### config.mk
export PLATFORM = sky130hd
export DESIGN_NAME = fetch_unit
export DESIGN_NICKNAME = d
export VERILOG_FILES = /design/src/rtl/fetch_pkg.sv /design/src/rtl/fetch_fifo.sv /design/src/rtl/fetch_unit.sv
export SDC_FILE = /design/constraint.sdc
export NUM_CORES = 1
export LEC_CHECK = 0
export ABC_AREA = 1
export CAP_MARGIN = 20
export CORE_MARGIN = 2
export CORE_UTILIZATION = 55
export CTS_CLUSTER_SIZE = 20
export DETAILED_ROUTE_END_ITERATION = 7
export HOLD_SLACK_MARGIN = 0.05
export PLACE_DENSITY = 0.85
export RECOVER_POWER = 50
export SLEW_MARGIN = 10
export SYNTH_ARGS = -nofsm -noshare
export SYNTH_HDL_FRONTEND = slang
export SYNTH_HIERARCHICAL = 1
export SYNTH_SLANG_ARGS = --single-unit
### constraint.sdc
create_clock -name clk -period 11 [get_ports clk]
set_input_delay 2.2 -clock clk [delete_from_list [all_inputs] [get_ports clk]]
set_output_delay 2.2 -clock clk [all_outputs]
set_load 0.005 [all_outputs]
### src/rtl/fetch_pkg.sv
// Shared types and constants for the instruction fetch slice.
package fetch_pkg;

   // One queued fetch result: the fetch address and the word returned for it
   typedef struct packed {
      logic [31:0] pc;
      logic [31:0] ins;
   } fetch_entry_t;

   localparam logic [31:0] INS_NOP = 32'h0000_0013;
   localparam logic [31:0] PC_STEP = 32'd4;

endpackage

### src/rtl/fetch_fifo.sv
// Fetch queue: DEPTH-entry circular buffer with push, pop and flush.
// DEPTH must be a power of two (2 or 4) so the pointers wrap naturally.
module fetch_fifo
   import fetch_pkg::*;
#(
   parameter int DEPTH = 2
) (
   input  logic         clk,
   input  logic         rst,
   input  logic         push,
   input  logic         pop,
   input  logic         flush,
   input  fetch_entry_t wr_data,
   output fetch_entry_t rd_data,
   output logic         full,
   output logic         empty
);

   localparam int PW = $clog2(DEPTH);
   localparam int CW = $clog2(DEPTH + 1);
   localparam logic [CW-1:0] FULL_CNT = CW'(DEPTH);
   localparam logic [CW-1:0] ONE_CNT  = CW'(1);
   localparam logic [PW-1:0] ONE_PTR  = PW'(1);

   fetch_entry_t  entries_q [DEPTH];
   logic [PW-1:0] wr_ptr_q;
   logic [PW-1:0] rd_ptr_q;
   logic [CW-1:0] count_q;

   assign rd_data = entries_q[rd_ptr_q];
   assign full    = (count_q == FULL_CNT);
   assign empty   = (count_q == '0);

   // Entry storage: written at the tail on push; flush keeps contents but they become unreachable
   always_ff @(posedge clk or posedge rst) begin
      if (rst) begin
         for (int i = 0; i < DEPTH; i++) begin
            entries_q[i] <= '0;
         end
      end else if (push && !flush) begin
         entries_q[wr_ptr_q] <= wr_data;
      end
   end

   // Pointers and occupancy; a simultaneous push and pop leaves the count unchanged
   always_ff @(posedge clk or posedge rst) begin
      if (rst) begin
         wr_ptr_q <= '0;
         rd_ptr_q <= '0;
         count_q  <= '0;
      end else if (flush) begin
         wr_ptr_q <= '0;
         rd_ptr_q <= '0;
         count_q  <= '0;
      end else begin
         if (push) begin
            wr_ptr_q <= wr_ptr_q + ONE_PTR;
         end
         if (pop) begin
            rd_ptr_q <= rd_ptr_q + ONE_PTR;
         end
         case ({push, pop})
            2'b10:   count_q <= count_q + ONE_CNT;
            2'b01:   count_q <= count_q - ONE_CNT;
            default: count_q <= count_q;
         endcase
      end
   end

endmodule

### src/rtl/fetch_unit.sv
// Instruction fetch unit: PC generation, redirect/fault handling and a
// decoupling queue toward decode.
// Optional macro FETCH_PERF_CNT_EN adds fetch and stall performance counters.
module fetch_unit
   import fetch_pkg::*;
#(
   parameter logic [31:0] RESET_PC = 32'h0000_0000,
   parameter int          DEPTH    = 2
) (
   input  logic        clk,
   input  logic        rst,
   output logic [31:0] pc_o,
   input  logic [31:0] ins_i,
   input  logic        redirect_i,
   input  logic [31:0] redirect_pc_i,
   output logic        dec_valid_o,
   input  logic        dec_ready_i,
   output logic [31:0] dec_ins_o,
   output logic [31:0] dec_pc_o,
   output logic        fault_o
`ifdef FETCH_PERF_CNT_EN
   ,
   output logic [31:0] perf_fetch_o,
   output logic [31:0] perf_stall_o
`endif
);

   logic [31:0]  pc_q;
   logic         fault_q;
   logic         full;
   logic         empty;
   logic         push;
   logic         pop;
   fetch_entry_t wr_entry;
   fetch_entry_t head;

   // Redirect wins over everything: it flushes the queue and suppresses push and pop
   assign pop      = !redirect_i && !empty && dec_ready_i;
   assign push     = !redirect_i && !fault_q && (!full || pop);
   assign wr_entry = '{pc: pc_q, ins: ins_i};

   assign pc_o        = pc_q;
   assign fault_o     = fault_q;
   assign dec_valid_o = !empty;
   assign dec_ins_o   = head.ins;
   assign dec_pc_o    = head.pc;

   fetch_fifo #(.DEPTH(DEPTH)) u_fifo (
      .clk     (clk),
      .rst     (rst),
      .push    (push),
      .pop     (pop),
      .flush   (redirect_i),
      .wr_data (wr_entry),
      .rd_data (head),
      .full    (full),
      .empty   (empty)
   );

   // PC and fault: a misaligned target still loads pc_q but halts fetch until an aligned redirect
   always_ff @(posedge clk or posedge rst) begin
      if (rst) begin
         pc_q    <= RESET_PC;
         fault_q <= 1'b0;
      end else if (redirect_i) begin
         pc_q    <= redirect_pc_i;
         fault_q <= |redirect_pc_i[1:0];
      end else if (push) begin
         pc_q    <= pc_q + PC_STEP;
      end
   end

`ifdef FETCH_PERF_CNT_EN
   logic [31:0] perf_fetch_q;
   logic [31:0] perf_stall_q;
   logic        stall;

   assign stall        = !fault_q && !redirect_i && full && !pop;
   assign perf_fetch_o = perf_fetch_q;
   assign perf_stall_o = perf_stall_q;

   // Count pushes and full-queue stall cycles; both wrap modulo 2^32
   always_ff @(posedge clk or posedge rst) begin
      if (rst) begin
         perf_fetch_q <= '0;
         perf_stall_q <= '0;
      end else begin
         if (push) begin
            perf_fetch_q <= perf_fetch_q + 32'd1;
         end
         if (stall) begin
            perf_stall_q <= perf_stall_q + 32'd1;
         end
      end
   end
`endif

endmodule

; ---- After elaboration in Yosys (flattened, before gate mapping)
; Index checks and enable logic that the tools add are counted.
[op_classes]
addsub = 5
magnitude_cmp = 3
eq_ne = 3
mux = 14
bitwise = 2
n_reduce_logical = 16
[ops]
columns = operator, n
row1 = 64-bit two-way mux, 4
row2 = 128-bit bitwise mux, 1
row3 = 64-bit demux with 1-bit select, 1
row4 = 32-bit two-way mux, 2
row5 = 32-bit by 3-bit adder with 32-bit output (second input constant), 1
row6 = 1-bit logical AND, 6
row7 = 2-bit equality test (second input constant), 2
row8 = 2-bit greater-or-equal comparator (second input constant), 2
row9 = 1-bit zero test, 4
row10 = 1-bit two-way mux, 4
row11 = 1-bit inverter with 2-bit output, 2
row12 = 2-bit one-hot mux with 2 select lines, 1
row13 = 2-bit nonzero test, 2
row14 = 3-bit nonzero test, 1
row15 = 1-bit adder (second input constant), 2
row16 = 2-bit by 1-bit adder with 2-bit output (second input constant), 1
row17 = 2-bit by 1-bit equality test with 1-bit output (second input constant), 1
row18 = 2-bit zero test, 1
row19 = 2-bit by 1-bit less-than comparator with 1-bit output (second input constant), 1
row20 = 2-bit two-way mux, 1
row21 = 2-bit OR reduction, 1
row22 = 2-bit by 1-bit subtractor with 2-bit output (second input constant), 1
row23 = 1-bit logical OR, 1
[totals]
register_bits = 165
inputBits = 68
output_inout_bits = 98

; ---- Logic depth before layout (Yosys ltp)
[logic_depth]
word_depth = 9
mapped_depth = 11
mapped_depth_nobuf = 11

; ---- By module
; The synthesis kept the hierarchy.
[modules_own_cells]
columns = module, n_inst, cells_per_inst, area_each_um2, seq_area_each_um2
row1 = fetch_fifo, 1, 579, 5944.5, 3303.2
row2 = fetch_unit, 1, 365, 2379.8, 825.8

; ---- Worst setup path after synthesis
; Ideal clock, no wire load.
[synth_timing]
kind = input-to-reg
start = in redirect_i
end = reg u_fifo/entries_q[39] in the netlist's numbering
setup_ns = 0.118
arrival_ns = 3.419
required_ns = 10.882
slack_ns = 7.463
cell_stages = 10
path_buffers = 4
path_cell_list = buf_2 inv_4 nand2_2 a21oi_4 buf_8 nand3_1 buf_4 buf_4 nand2_1 o21ai_2
[synth_via]
elab_chain_cells = 6
[synth_lines]
columns = item, line
row1 = from (decl), fetch_unit.sv:14  ; input logic redirect_i,
row2 = 1-bit zero test *, "fetch_unit.sv:38, fetch_unit.sv:39"
row3 = 1-bit logical AND (2 in series), fetch_unit.sv:38  ; assign pop = !redirect_i && !empty && dec_ready_i;
row4 = 1-bit logical OR, fetch_unit.sv:39  ; assign push = !redirect_i && !fault_q && (!full || pop);
row5 = 1-bit logical AND *, fetch_unit.sv:39
row6 = net push, fetch_unit.sv:32  ; logic push;
row7 = 1-bit logical AND *, fetch_fifo.sv:40  ; end else if (push && !flush) begin
row8 = "to (signal, indexed assignment)", fetch_fifo.sv:41  ; entries_q[wr_ptr_q] <= wr_data;
row9 = to (decl), fetch_fifo.sv:25  ; fetch_entry_t entries_q [DEPTH];
; Mark *: on every way through the listed nets, which the timed path passes. The rest lies on a longest branch.
; A chain may end at the register's enable or synchronous reset.

==> results.ini <==
[global_routing]
grt_overflow = 0
grt_pass1_wl_mm = 32.8
grt_max_degree = 85
grt_pass1_vias = 6594
grt.total_usage = 0.254
antenna_found_initial = 1

[drt]
drtIter0Drc = 466
met2_length_mm = 9.14
vias_per_cell = 5.31
drtPass1Iterations = 5
highest_layer = met4
met3_length_mm = 1.24
antenna_left = 0
drt-met1-wl_mm = 8.75
vias = 6834
drc = 0
drt-total-wl_mm = 19.6
wire_per_inst_um = 15.2

[place]
portBuffers = 165
routabilityCongestion = 0.869
hpwl_mm = 13.3

[worst_setup_path]
cp_cell_sequence = dlygate4sd3_1 > clkinvlp_2 > clkbuf_1
end_kind = asynchronous set/reset pin
crit_start = rst
worst-setup-path-type = primary input to asynchronous set/reset pin
crit_required_ps = 10820
cp.arrival_ps = 6950
timing.critical_path.fanout_max = 71
reg2reg_from = u_fifo/count_q[0]
cp_slowest_stage_delay_ps = 2360
regToRegSetupSlack_ps = 7750
worst_path_max_delay_cell = clkbuf_1
path_delay_family = buffers and inverters
worst_setup_path_start_kind = primary input
critPathBufInv = 3

[status]
status = finished with violations
violations = capacitance limit, slew limit

[timing]
layout_min_cycle_time_ps = 7130
worst_pin_slew_ps = 3190
rsz0062_at_grt = no
slew_violations = 206
period_share = 0.648
hold_viol = 0
hold_ws_ps = 479
finalSetupTns_ps = 0
setup_violations = 0
max_freq_ghz = 0.140
max_slew_margin = -1.13
clock_skew_ps = 11.0

[floorplanning]
io_pins = 166
start_util = 0.568
die_y_um = 127
die_area_mm2 = 0.0161
fp-row-count = 44
die_w_um = 127
core_mm2 = 0.0146

[clocking]
numCtsBuffers = 17
cts_setup_buffers = 0
clock_latency_ps = 430
cts-root-buf = clkbuf_16
htreeDepth = 4
post_cts_resized = 0
cts_tree = done
clkSinkCount = 165
postCtsHoldBufs = 0
clock_tree.buffer_depth = 2
clk_pin_slew_ps = 60

[power]
p_per_area_mw_per_mm2 = 222
peakVddDrop_mv = 0.131
cellLeakagePower_nw = 4.99

[cells_and_area]
fin_nets = 1160
areaGrowthSynthToFinish_pct = 26.7
drive_gt1_frac = 0.154

[run]
drv_cap = 4

[yosys]
yosysWarnings = 6
syn_inst = 944
syn_area_mm2 = 0.00832
ys_seq_area_frac = 0.496
synth_fp_nets = 1013
avgSynthCellArea_um2 = 8.82
yosys_register_bits = 165
yosysUniqueCellTypes = 35

[hold_path]
hp-class = flip-flop to flip-flop
hp-start = u_fifo/entries_q[68]

## power by group
group | switching (mW) | internal [mW]
sequential | 0.144 | 0.818
combinational | 0.323 | 0.446
clock | 0.233 | 0.378
## stage by stage
| step | util | setup WS, ps | power [mW] | cells | cell area [um^2] |
|---|---|---|---|---|---|
| 3_3_place_gp | 0.680 | 5440 | 1.71 | 1256 | 9950 |
| 2_1_floorplan | - | 5270 | 1.36 | 944 | 8320 |
| 4_1_cts | 0.721 | 5790 | 2.36 | 1287 | 10600 |
| 6_report | 0.720 | 3870 | 2.34 | 1288 | 10500 |
| 5_1_grt | 0.720 | 2800 | 2.49 | 1287 | 10500 |
| 3_5_place_dp | 0.680 | 5350 | 1.75 | 1256 | 9950 |
## Yosys cell counts
library cell	count	area share
o21ai_0	23	0.014
o21bai_1	8	0.0072
buf_1	1	0.00045
dfrtp_1	165	0.50
nand3_1	57	0.034
ha_1	1	0.0015
and2_1	3	0.0023
o21ai_2	44	0.046
inv_1	108	0.049
o211ai_1	4	0.0036
o21ai_1	75	0.045
buf_4	18	0.016
buf_6	9	0.012
inv_2	2	0.00090
buf_2	11	0.0066
clkbuf_1	3	0.0014
mux2_2	64	0.087
xnor2_1	2	0.0021
nand2_1	277	0.12
a21oi_4	1	0.0020
nor2_4	6	0.0081
buf_8	1	0.0018
nor3_1	2	0.0012
nand2_2	8	0.0060
nand4_1	2	0.0015
nand2_4	2	0.0027
or2_2	1	0.00075
nand3b_2	1	0.0014
a22oi_1	1	0.00090
nor2_1	33	0.015
nor2_2	6	0.0045
nand3_2	1	0.0012
xor2_1	1	0.0011
a21oi_1	2	0.0012
inv_4	1	0.00075
## per-layer routing
layer | global-route usage | vias to the layer above
met1 | 0.359 | 3216
met2 | 0.392 | 254
met3 | 0.0536 | 38
li1 | - | 3326
met5 | 0 | -
met4 | 0.0905 | 0
## layout by cell type (no fill, tap or decap), types with 3 or more instances in the layout
cell type | netlist | routed
clkbuf_16 | 0 | 17
clkbuf_8 | 0 | 4
o21ai_0 | 23 | 23
o21ai_2 | 44 | 44
buf_4 | 18 | 3
and2_1 | 3 | 3
inv_1 | 108 | 108
dlygate4sd3_1 | 0 | 36
o21ai_1 | 75 | 75
dfrtp_1 | 165 | 164
nor2_2 | 6 | 6
nand2_2 | 8 | 7
clkbuf_1 | 3 | 4
nand2_1 | 277 | 278
o21bai_1 | 8 | 8
nand3_1 | 57 | 57
o211ai_1 | 4 | 4
nor2_4 | 6 | 6
clkdlybuf4s50_1 | 0 | 129
clkinv_2 | 0 | 4
nor2_1 | 33 | 33
bufinv_16 | 0 | 3
mux2_2 | 64 | 64
## worst paths after layout
kind / cells after the start / end
max in group clk: 9 / u_fifo/entries_q[46]
setup / recovery: 3 / u_fifo/entries_q[71]
min in group asynchronous: 3 / pc_o[16]
setup reg to reg: 8 / u_fifo/entries_q[46]
hold reg to reg: 2 / u_fifo/entries_q[68]
hold / removal: 2 / u_fifo/entries_q[68]
## worst register-to-register path, delay by kind of cell (launching register included)
family | cells | cell delay [ps]
DFF | 1 | 400
buffers and inverters | 3 | 810
and+or+nand+nor | 3 | 1090
AOI/OAI and AO/OA | 2 | 810
## cell type report
type / instances / area, um^2
clock inverter: 9 / 125
sequential: 165 / 4130
tap: 184 / 230
multi-input combinational: 625 / 3470
clock buffer: 22 / 484
fill: 1111 / 4100
antenna: 1 / 2.50
inverter: 111 / 419
timing repair buffer: 171 / 1690
## sequential cells by signal, indices dropped and copies added (netlist names)
name and count:
u_fifo/entries_q 128, fault_o 1, pc_o 32, u_fifo/wr_ptr_q 1, u_fifo/count_q 2, u_fifo/rd_ptr_q 1
## cell families after synthesis
kind of cell / count (synthesis) / synth area share
AND/OR/NAND/NOR: 399 / 0.204
flip-flops: 165 / 0.496
AO/OA/AOI/OAI: 158 / 0.120
buffers and inverters: 154 / 0.0890
multiplexers: 64 / 0.0866
XOR/XNOR: 3 / 0.00316
adder cells (fa/ha/maj): 1 / 0.00150
Note: power is estimated with default switching activity, not from simulation.
